===== config.mk =====
export PLATFORM = sky130hd
export DESIGN_NAME = branch_resolve_tracker
export DESIGN_NICKNAME = d
export VERILOG_FILES = /design/src/rtl/branch_resolve_tracker.sv
export SDC_FILE = /design/constraint.sdc
export NUM_CORES = 1
export LEC_CHECK = 0
export BUFFER_PORTS_ARGS = -buffer_cell sky130_fd_sc_hd__buf_2
export CAP_MARGIN = 20
export CORE_UTILIZATION = 50
export CTS_BUF_LIST = sky130_fd_sc_hd__clkbuf_4
export DETAILED_ROUTE_END_ITERATION = 12
export HOLD_SLACK_MARGIN = 0.1
export MAX_ROUTING_LAYER = met4
export PLACE_DENSITY = 0.79
export SYNTH_ARGS = -nofsm -noshare
export SYNTH_HDL_FRONTEND = slang
export SYNTH_SLANG_ARGS = --single-unit

===== constraint.sdc =====
create_clock -name clk -period 2.3 [get_ports clk]
set_input_delay 0.345 -clock clk [delete_from_list [all_inputs] [get_ports clk]]
set_output_delay 0.345 -clock clk [all_outputs]
set_load 0.01 [all_outputs]

===== src/rtl/branch_resolve_tracker.sv =====
// branch_resolve_tracker: carries branch predictions through ID/EX, flags mispredicts with a
// zero-latency flush and redirect, pulses predictor updates and keeps saturating statistics.
module branch_resolve_tracker #(
    parameter int XLEN  = 32,
    parameter int CNT_W = 16
) (
    input  logic             clk,
    input  logic             rst_n,
    input  logic             stall,
    input  logic             if_valid,
    input  logic             if_is_branch,
    input  logic             if_predict_taken,
    input  logic [XLEN-1:0]  if_pc,
    input  logic             ex_resolve,
    input  logic             ex_taken,
    input  logic [XLEN-1:0]  ex_target,
    output logic             flush,
    output logic [XLEN-1:0]  redirect_pc,
    output logic             upd_is_branch,
    output logic             upd_taken,
    output logic [CNT_W-1:0] branch_count,
    output logic [CNT_W-1:0] mispredict_count,
    output logic             proto_err
);
    logic             id_v_q, id_br_q, id_pred_q, ex_v_q, ex_br_q, ex_pred_q;
    logic [XLEN-1:0]  id_pc_q, ex_pc_q;
    logic             id_v_d, ex_v_d;
    logic             upd_br_q, upd_tk_q, upd_br_d, upd_tk_d, perr_q, perr_d;
    logic [CNT_W-1:0] br_cnt_q, mis_cnt_q, br_cnt_d, mis_cnt_d;
    logic             res, mis, bad;
    always_comb begin
        res         = ex_resolve & ~stall & ex_v_q & ex_br_q;
        mis         = res & (ex_pred_q != ex_taken);
        bad         = ex_resolve & ~stall & ~(ex_v_q & ex_br_q);
        flush       = mis;
        redirect_pc = mis ? (ex_taken ? ex_target : ex_pc_q + XLEN'(4)) : '0;
        // a mispredict squashes the younger IF and ID instructions; EX itself retires
        id_v_d      = stall ? id_v_q : if_valid & ~mis;
        ex_v_d      = stall ? ex_v_q : id_v_q & ~mis;
        upd_br_d    = res;
        upd_tk_d    = res ? ex_taken : upd_tk_q;
        br_cnt_d    = (res && br_cnt_q != '1) ? br_cnt_q + CNT_W'(1) : br_cnt_q;
        mis_cnt_d   = (mis && mis_cnt_q != '1) ? mis_cnt_q + CNT_W'(1) : mis_cnt_q;
        perr_d      = perr_q | bad;
    end
    always_ff @(posedge clk or negedge rst_n) begin
        if (!rst_n) begin
            id_v_q    <= 1'b0;
            id_br_q   <= 1'b0;
            id_pred_q <= 1'b0;
            id_pc_q   <= '0;
            ex_v_q    <= 1'b0;
            ex_br_q   <= 1'b0;
            ex_pred_q <= 1'b0;
            ex_pc_q   <= '0;
            upd_br_q  <= 1'b0;
            upd_tk_q  <= 1'b0;
            br_cnt_q  <= '0;
            mis_cnt_q <= '0;
            perr_q    <= 1'b0;
        end else begin
            id_v_q    <= id_v_d;
            ex_v_q    <= ex_v_d;
            upd_br_q  <= upd_br_d;
            upd_tk_q  <= upd_tk_d;
            br_cnt_q  <= br_cnt_d;
            mis_cnt_q <= mis_cnt_d;
            perr_q    <= perr_d;
            if (!stall) begin
                id_br_q   <= if_is_branch;
                id_pred_q <= if_predict_taken;
                id_pc_q   <= if_pc;
                ex_br_q   <= id_br_q;
                ex_pred_q <= id_pred_q;
                ex_pc_q   <= id_pc_q;
            end
        end
    end
    assign upd_is_branch    = upd_br_q;
    assign upd_taken        = upd_tk_q;
    assign branch_count     = br_cnt_q;
    assign mispredict_count = mis_cnt_q;
    assign proto_err        = perr_q;
endmodule


# Yosys cells after proc, flatten, opt, wreduce, memory -nomap -nowiden
# Index checks and enable logic that the tools add are counted.
[totals]
register_bits = 105
inputBits = 72
out_inout_bits = 68
elab_cells = 35
[classes]
add_sub_neg = 3
eq_ne = 3
muxes = 2
n_bitwise = 12
n_reduce_logical = 2
[ops]
columns = ["op", "n"]
rows = [
  ["32-bit two-way mux", 2],
  ["16-bit by 1-bit adder with 16-bit output, second input constant", 2],
  ["32-bit by 3-bit adder with 32-bit output, second input constant", 1],
  ["16-bit != test, second input constant", 2],
  ["1-bit bitwise AND", 8],
  ["1-bit NOT", 3],
  ["1-bit logical AND", 2],
  ["1-bit != test", 1],
  ["1-bit bitwise OR", 1],
]

# Depth between registers and ports, before layout
# Gate-level depths: netlist (run 1).
[depth]
depth_word = 7
ltp_mapped = 7
ltp_nobuf = 6

# Worst setup path after synthesis (run 1)
# No wires, ideal clock.
[synth_path]
kind = "register to output"
from = "reg ex_pc_q[2]"
to = "out redirect_pc[30]"
arrival_time_ns = 2.121
required_ns = 1.955
path_slack_ns = -0.166
path_stages_with_launch = 7
path_cell_list = "dfrtp_1 > ha_1 > nand3_1 > or4_1 > buf_2 > or4_1 > a31oi_1"
[synth_via]
elab_chain_cells = 3
[synth_rtl]
columns = ["element", "line_no", "source"]
rows = [
  ["from (decl)", "26", "logic [XLEN-1:0] id_pc_q, ex_pc_q;"],
  ["from (signal assigned)", "75", "ex_pc_q <= id_pc_q;"],
  ["32-bit by 3-bit adder with 32-bit output", "36", "redirect_pc = mis ? (ex_taken ? ex_target : ex_pc_q + XLEN'(4)) : '0;"],
  ["32-bit two-way mux (2 in series)", "36", ""],
  ["to (decl)", "18", "output logic [XLEN-1:0] redirect_pc,"],
]
# No other way between the ends.

# Worst setup path after layout (run 1)
# Same ends and word-level chain as after synthesis.

==> flow_metrics.tcl, run 1 <==
set metrics [dict create \
    max_slew.worst_pin.slew_ns 0.893 \
    start_util 0.514 \
    synth_area_um2 5310 \
    route.detailed.drc 0 \
    crit_type "reg2out" \
    core_area_um2 10300 \
    io_buffers 139 \
    die_y_um 105 \
    arrival_ns 2.52 \
    synth_compound_area_frac 0.0987 \
    synth_cell_type_count 43 \
    ys.flop_type "dfrtp_1" \
    clockRootBuffer "clkbuf_4" \
    nets 778 \
    required_ns 1.96 \
    grt_pass1_wl_um 23700 \
    path_max_fanout 4 \
    period_share 1.24 \
    std_cell_rows 37 \
    drv_slew 0 \
    slew_headroom 0.405 \
    ff_latch_area_um2 2630 \
    yosys-mux-area-fraction 0.158 \
    start_kind "flop" \
    viasPerCell 5.77 \
    synth_top_cell_by_area "dfrtp_1" \
    max-vdd-ir-drop_mv 0.350 \
    synth_warnings 0 \
    dp_hpwl_um 9370 \
    antenna_cells 0 \
    routedWlPerCell_um 17.1 \
    clock_sinks 105 \
    fillCellCount 743 \
    violations "negative setup slack" \
    synth_simple_gate_area_frac 0.156 \
    async_flop_share 1.00 \
    worstSetupEndpointType "primary output" \
    synth-xor-area-share 0.0610 \
    multi_input_area_um2 2850 \
    yosysSeqAreaShare 0.495 \
    ys_seq_elements 105 \
    fin_util 0.709 \
    syn2layout_area_growth_pct 37.9 \
    status "finished with violations" \
    ys_top_cells_by_count "dfrtp_1 (105), mux2_2 (72), o21ai_0 (36)" \
    yosysTopAreaCellShare 0.495 \
    grt_util_all_layers 0.280 \
    grt_antenna_before_repair 0 \
    synth_top_family_by_area "multiplexers" \
    wl_um 14400 \
    dr_total_vias 4871 \
    die_area_um2 11000 \
    min_period_ns 2.86 \
    die-width_um 105 \
    drt_first_pass_iters 5 \
    setup_viol 24 \
    p_per_area_nw_per_um2 557 \
    cts_buffers 9 \
    htree_levels 3 \
    grt_pass1_vias 4932 \
    final_antenna_net_count 0 \
    synth_area_leaders "dfrtp_1 (49%), mux2_2 (15%), xnor2_1 (4.9%), o21ai_0 (3.4%), nand2_1 (1.8%)" \
    holdCritPathClass "in2reg" \
    synthCells 489 \
    rsz0062_at_grt "yes" \
    grt_overflow 0 \
    grt_max_degree 74 \
    max_freq_mhz 350 \
    insertion_delay_ns 0.48 \
    hold_viol_final 0 \
    first_iter_violations 301 \
    syn_area_per_cell_um2 10.9 \
    cts_tree "yes" \
    path_clk_slew_ns 0.16 \
    synth-adder-area-share 0.00707 \
    skew_ns 0.00940 \
    globalplace.congestion 0.868 \
    synth_most_common_cell "dfrtp_1" \
    ios 140 \
    power.leakage_uw 0.00339 \
    synth-edff-count 0 \
    drive_gt1_frac 0.452 \
    clock_tree.buffer_depth 2 \
    synth_nets 564 \
    setup_ws_ns -0.561 \
    cap_viol_max_count 0 \
    tns_ns -6.60 \
]
## routing by layer
layer | up-vias | GRT usage | part of all wire
li1 | 2236 | - | -
met1 | 2420 | 0.336 | 0.41
met2 | 180 | 0.465 | 0.51
met3 | 35 | 0.0468 | 0.052
met4 | 0 | 0.121 | 0.024
met5 | - | - | 0
## critical path: stages, from the launching register on
cell	delay (ns)
dfrtp_1	0.43
ha_4	0.17
nand3_4	0.06
or4_4	0.56
or4_4	0.51
a31oi_4	0.16
buf_2	0.15
## stage by stage
step	hold slack, ns	instance area [µm²]	setup slack [ns]	total power, µW	std cells
floorplan	0.0494	5370	-0.0502	2680	489
global placement	0.393	6450	-0.0467	3030	778
detailed placement	0.404	6450	-0.0625	3080	778
CTS	0.123	7190	-0.569	4030	840
global route	0.129	7320	-0.664	4270	844
finish	0.142	7320	-0.561	4070	844
## state kept, by name (all words and copies together) (netlist names)
register and count:
id_pred_q 1, ex_br_q 1, proto_err 1, upd_taken 1
upd_is_branch 1, id_v_q 1, ex_v_q 1, id_pc_q 32
branch_count 16, ex_pred_q 1, mispredict_count 16, id_br_q 1
ex_pc_q 32
## where the power goes
group	switching (µW)	internal (µW)	total, µW	leakage, µW
sequential	198	2050	2240	0.00129
combinational	469	505	974	0.00203
clock	634	221	856	0.0000639
## logic make-up (layout without fill, tap and decap cells)
family | count (synthesis) | count (layout)
AND/OR/NAND/NOR | 148 | 148
flip-flops | 105 | 105
AO/OA/AOI/OAI | 87 | 87
multiplexers | 75 | 75
XOR/XNOR | 37 | 37
buffers and inverters | 34 | 253
adder cells (fa/ha/maj) | 3 | 3
## path summary, 6_finish.rpt
kind                                            startpoint                               end  slack (ns)  cells past startpoint
min in group asynchronous                            rst_n  mispredict_count[11]$_DFFE_PN0P_        0.41                      2
max                                 ex_pc_q[2]$_DFFE_PN0N_                   redirect_pc[30]       -0.56                      6
min                                               if_pc[0]            id_pc_q[0]$_DFFE_PN0N_        0.14                      2
min reg2reg                            proto_err$_DFF_PN0_               proto_err$_DFF_PN0_        0.49                      1
max in group asynchronous                            rst_n           id_pc_q[11]$_DFFE_PN0N_        1.15                      3
max reg2reg                mispredict_count[0]$_DFFE_PN0P_   mispredict_count[1]$_DFFE_PN0P_        0.19                      5
## final cells by class
type | instances | area share
repair buffers | 226 | 0.208
well taps | 136 | 0.0232
multi-input cells | 350 | 0.389
flip-flops and latches | 105 | 0.359
clock buffers | 9 | 0.00923
clock inverters | 7 | 0.00598
inverters | 11 | 0.00598
## cell usage in the layout (no fill, tap or decap), types with 9 or more instances in the layout
cell type / count
a21oi_1: 17
and4_1: 10
buf_2: 138
buf_4: 41
clkbuf_4: 9
dfrtp_1: 105
dlygate4sd3_1: 36
mux2_2: 72
nand2_1: 26
nand3_1: 15
nand4_1: 14
nor2_1: 17
o21ai_0: 33
xnor2_1: 26
## what timing repair did
item | in CTS | in global routing
buffers inserted | 10 | 4
pin swaps | 32 | 17
cloned | 2 | 0
hold buffers | 36 | 0
resized for setup | 38 | 20
setup endpoints to repair | 25 | 26
endpoints found under the hold margin | 81 | 0
Power figures use the tool's default switching activity.
==> inputs of run 2 (changes only) <==
--- a/config.mk
+++ b/config.mk
@@ -5,14 +5,16 @@
 export SDC_FILE = /design/constraint.sdc
 export NUM_CORES = 1
 export LEC_CHECK = 0
+export ABC_AREA = 1
 export BUFFER_PORTS_ARGS = -buffer_cell sky130_fd_sc_hd__buf_2
 export CAP_MARGIN = 20
+export CORE_ASPECT_RATIO = 1.2
 export CORE_UTILIZATION = 50
 export CTS_BUF_LIST = sky130_fd_sc_hd__clkbuf_4
 export DETAILED_ROUTE_END_ITERATION = 12
 export HOLD_SLACK_MARGIN = 0.1
 export MAX_ROUTING_LAYER = met4
-export PLACE_DENSITY = 0.79
+export PLACE_DENSITY = 0.78
 export SYNTH_ARGS = -nofsm -noshare
 export SYNTH_HDL_FRONTEND = slang
 export SYNTH_SLANG_ARGS = --single-unit
==> run 2 against run 1 <==
Effect of this change:
- the flow still finishes with violations (negative setup slack)
- hold slack got worse by 0.026 ns
- sequential cell count stayed put
- die area increased by 13%
- largest power group unchanged
- highest routed layer unchanged
==> flow_metrics.tcl, run 2 <==
set metrics [dict create \
    syn2layout_area_growth_pct 26.9 \
    insertion_delay_ns 0.46 \
    reg2reg_depth 8 \
    yosysTopAreaCellShare 0.438 \
    final_antenna_net_count 0 \
    synth-edff-count 0 \
    viasPerCell 4.95 \
    cap_viol_max_count 0 \
    start_kind "flop" \
    crit_end "redirect_pc[24]" \
    drive_gt1_frac 0.237 \
    worstSetupEndpointType "primary output" \
    slowest_delay_ns 0.42 \
    grt_pass1_wl_um 24400 \
    synth_area_leaders "dfrtp_1 (44%), nand2_1 (20%), nor2_1 (6.8%), o21ai_0 (5.1%), inv_1 (4.8%)" \
    grt_antenna_before_repair 0 \
    place_ws_ns 0.358 \
    synth_top_cell_by_area "dfrtp_1" \
    dr_total_vias 5921 \
    ys.flop_type "dfrtp_1" \
    clock_tree.buffer_depth 2 \
    crit_start "ex_pc_q[3]$_DFFE_PN0N_" \
    min_period_ns 2.34 \
    skew_ns 0.0194 \
    dp_hpwl_um 11100 \
    nets 1110 \
    grt_max_degree 89 \
    ys_seq_elements 105 \
    path_clk_slew_ns 0.16 \
    reg2reg_setup_slack_ns 0.50 \
    crit_type "reg2out" \
    layout.cells.most_common_list "nand2_1 (315), buf_2 (138), dfrtp_1 (101), nor2_1 (96), inv_1 (76)" \
    power.leakage_uw 0.00404 \
    holdCritPathClass "in2reg" \
    first_iter_violations 322 \
    required_ns 1.96 \
    route.detailed.drc 0 \
    htree_levels 3 \
    r2r_end "mispredict_count[14]$_DFFE_PN0P_" \
    drt_first_pass_iters 5 \
    synth_area_um2 6000 \
    routedWlPerCell_um 13.1 \
    synth_most_common_cell "nand2_1" \
    worstHoldPathCells 3 \
    rsz0062_at_grt "yes" \
    period_share 1.02 \
    clockRootBuffer "clkbuf_4" \
    synth_cell_type_count 33 \
    start_util 0.517 \
    grt_overflow 0 \
    r2r_start "mispredict_count[0]$_DFFE_PN0P_" \
    cts_buffers 9 \
    p_per_area_nw_per_um2 608 \
    die_area_um2 12500 \
    grt_util_all_layers 0.262 \
    cp_slowest_cell "dfrtp_1" \
    setup_viol 10 \
    std_cell_rows 43 \
    yosysSeqAreaShare 0.438 \
    async_flop_share 1.00 \
    globalplace.congestion 0.912 \
    hold_viol_final 0 \
    path_max_fanout 7 \
    crit_path_frequent_cell "nand2_1" \
    syn_area_per_cell_um2 7.08 \
    synthCells 848 \
    arrival_ns 1.99 \
    slew_headroom 0.486 \
    total_power_uw 4630 \
    max_freq_mhz 428 \
    setup_ws_ns -0.0372 \
    top_regs "ex_pc_q (32), id_pc_q (32)" \
    antenna_cells 0 \
    violations "negative setup slack" \
    clock_sinks 105 \
    cts_tree "yes" \
    die_y_um 122 \
    grt_pass1_vias 5052 \
    max-vdd-ir-drop_mv 0.457 \
    path_cells "ha_2, nand2_2, nor2_4, nand2_4, nor2_4, nand2_1, nand2_1, nand2_1, a21oi_1, buf_2" \
    synth_warnings 0 \
    die-width_um 102 \
    ys_top_cells_by_count "nand2_1 (324), nor2_1 (109), dfrtp_1 (105)" \
    core_area_um2 11600 \
    wl_um 15700 \
    max_slew.worst_pin.slew_ns 0.772 \
    final_common_cell "nand2_1" \
    ios 140 \
    io_buffers 139 \
    drv_slew 0 \
    status "finished with violations" \
    synth_nets 923 \
]
## run 2: cell count changes after synthesis, sizes merged, moves of 29 or more
cell and change:
nand3 +29, nand2 +305, inv +69, o21ai +36
mux2 -72, nor2 +96
## run 2: report_power, final
part           switching (µW)  total [µW]  internal (µW)
clock network             643         986            342
logic                     718        1240            525
registers                 289        2410           2120
total                    1650        4630           2980
## run 2: layout make-up
| type | count | area [µm²] |
|---|---|---|
| clock buffer | 9 | 67.6 |
| clock inverter | 7 | 76.3 |
| fill | 1053 | 4000 |
| inverter | 80 | 313 |
| multi-input combinational | 636 | 3060 |
| sequential | 105 | 2630 |
| tap | 157 | 196 |
| timing repair buffer | 203 | 1280 |
## run 2: how the worst min path moves through the flow
stage,from,endpoint
finish,if_valid,id_v_q$_DFFE_PN0N_
detailed placement,rst_n,mispredict_count[14]$_DFFE_PN0P_
floorplan,rst_n,branch_count[0]$_DFFE_PN0P_
global route,if_valid,id_v_q$_DFFE_PN0N_
CTS,if_pc[5],id_pc_q[5]$_DFFE_PN0N_
global placement,rst_n,mispredict_count[13]$_DFFE_PN0P_
## run 2: layer usage
metal	global-route usage	vias up	share of wire
met3	0.0327	20	0.050
met4	0.0670	0	0.014
met1	0.363	2683	0.46
met5	-	-	0
met2	0.410	201	0.48
li1	-	3017	-
## run 2: cells by family after synthesis
kind of cell	count (synthesis)	synth area share
buffers and inverters	107	0.0738
adders and majority gates	3	0.00625
AOI/OAI and AO/OA	87	0.0788
DFF	105	0.438
xor gates and xnor gates	29	0.0423
and+or+nand+nor	517	0.361
## run 2: through the flow
step                      utilization  hold slack, ns  instance area, µm²  std cells  TNS (ns)
after floorplan                     -          0.0494                6000        848         0
after global placement          0.588           0.331                6840       1125         0
after detailed placement        0.588           0.329                6840       1125         0
after CTS                       0.641           0.102                7450       1187   -0.0960
after global routing            0.655           0.108                7620       1197     -2.96
final                           0.655           0.116                7620       1197    -0.221
## run 2: worst max-delay path, delay by kind of cell, from the launching register on
| kind | cells | cell delay (ns) |
|---|---|---|
| AND/OR/NAND/NOR | 7 | 0.67 |
| buffers and inverters | 1 | 0.14 |
| flip-flops | 1 | 0.42 |
| AO/OA/AOI/OAI | 1 | 0.10 |
| adder cells (fa/ha/maj) | 1 | 0.21 |
## run 2: what timing repair did
item	in CTS	in global routing
endpoints found under the hold margin	63	2
gates resized for setup	15	31
cloned	0	0
setup buffers	14	8
hold buffers	32	2
pin swaps	7	11
endpoints found under the setup margin	28	29
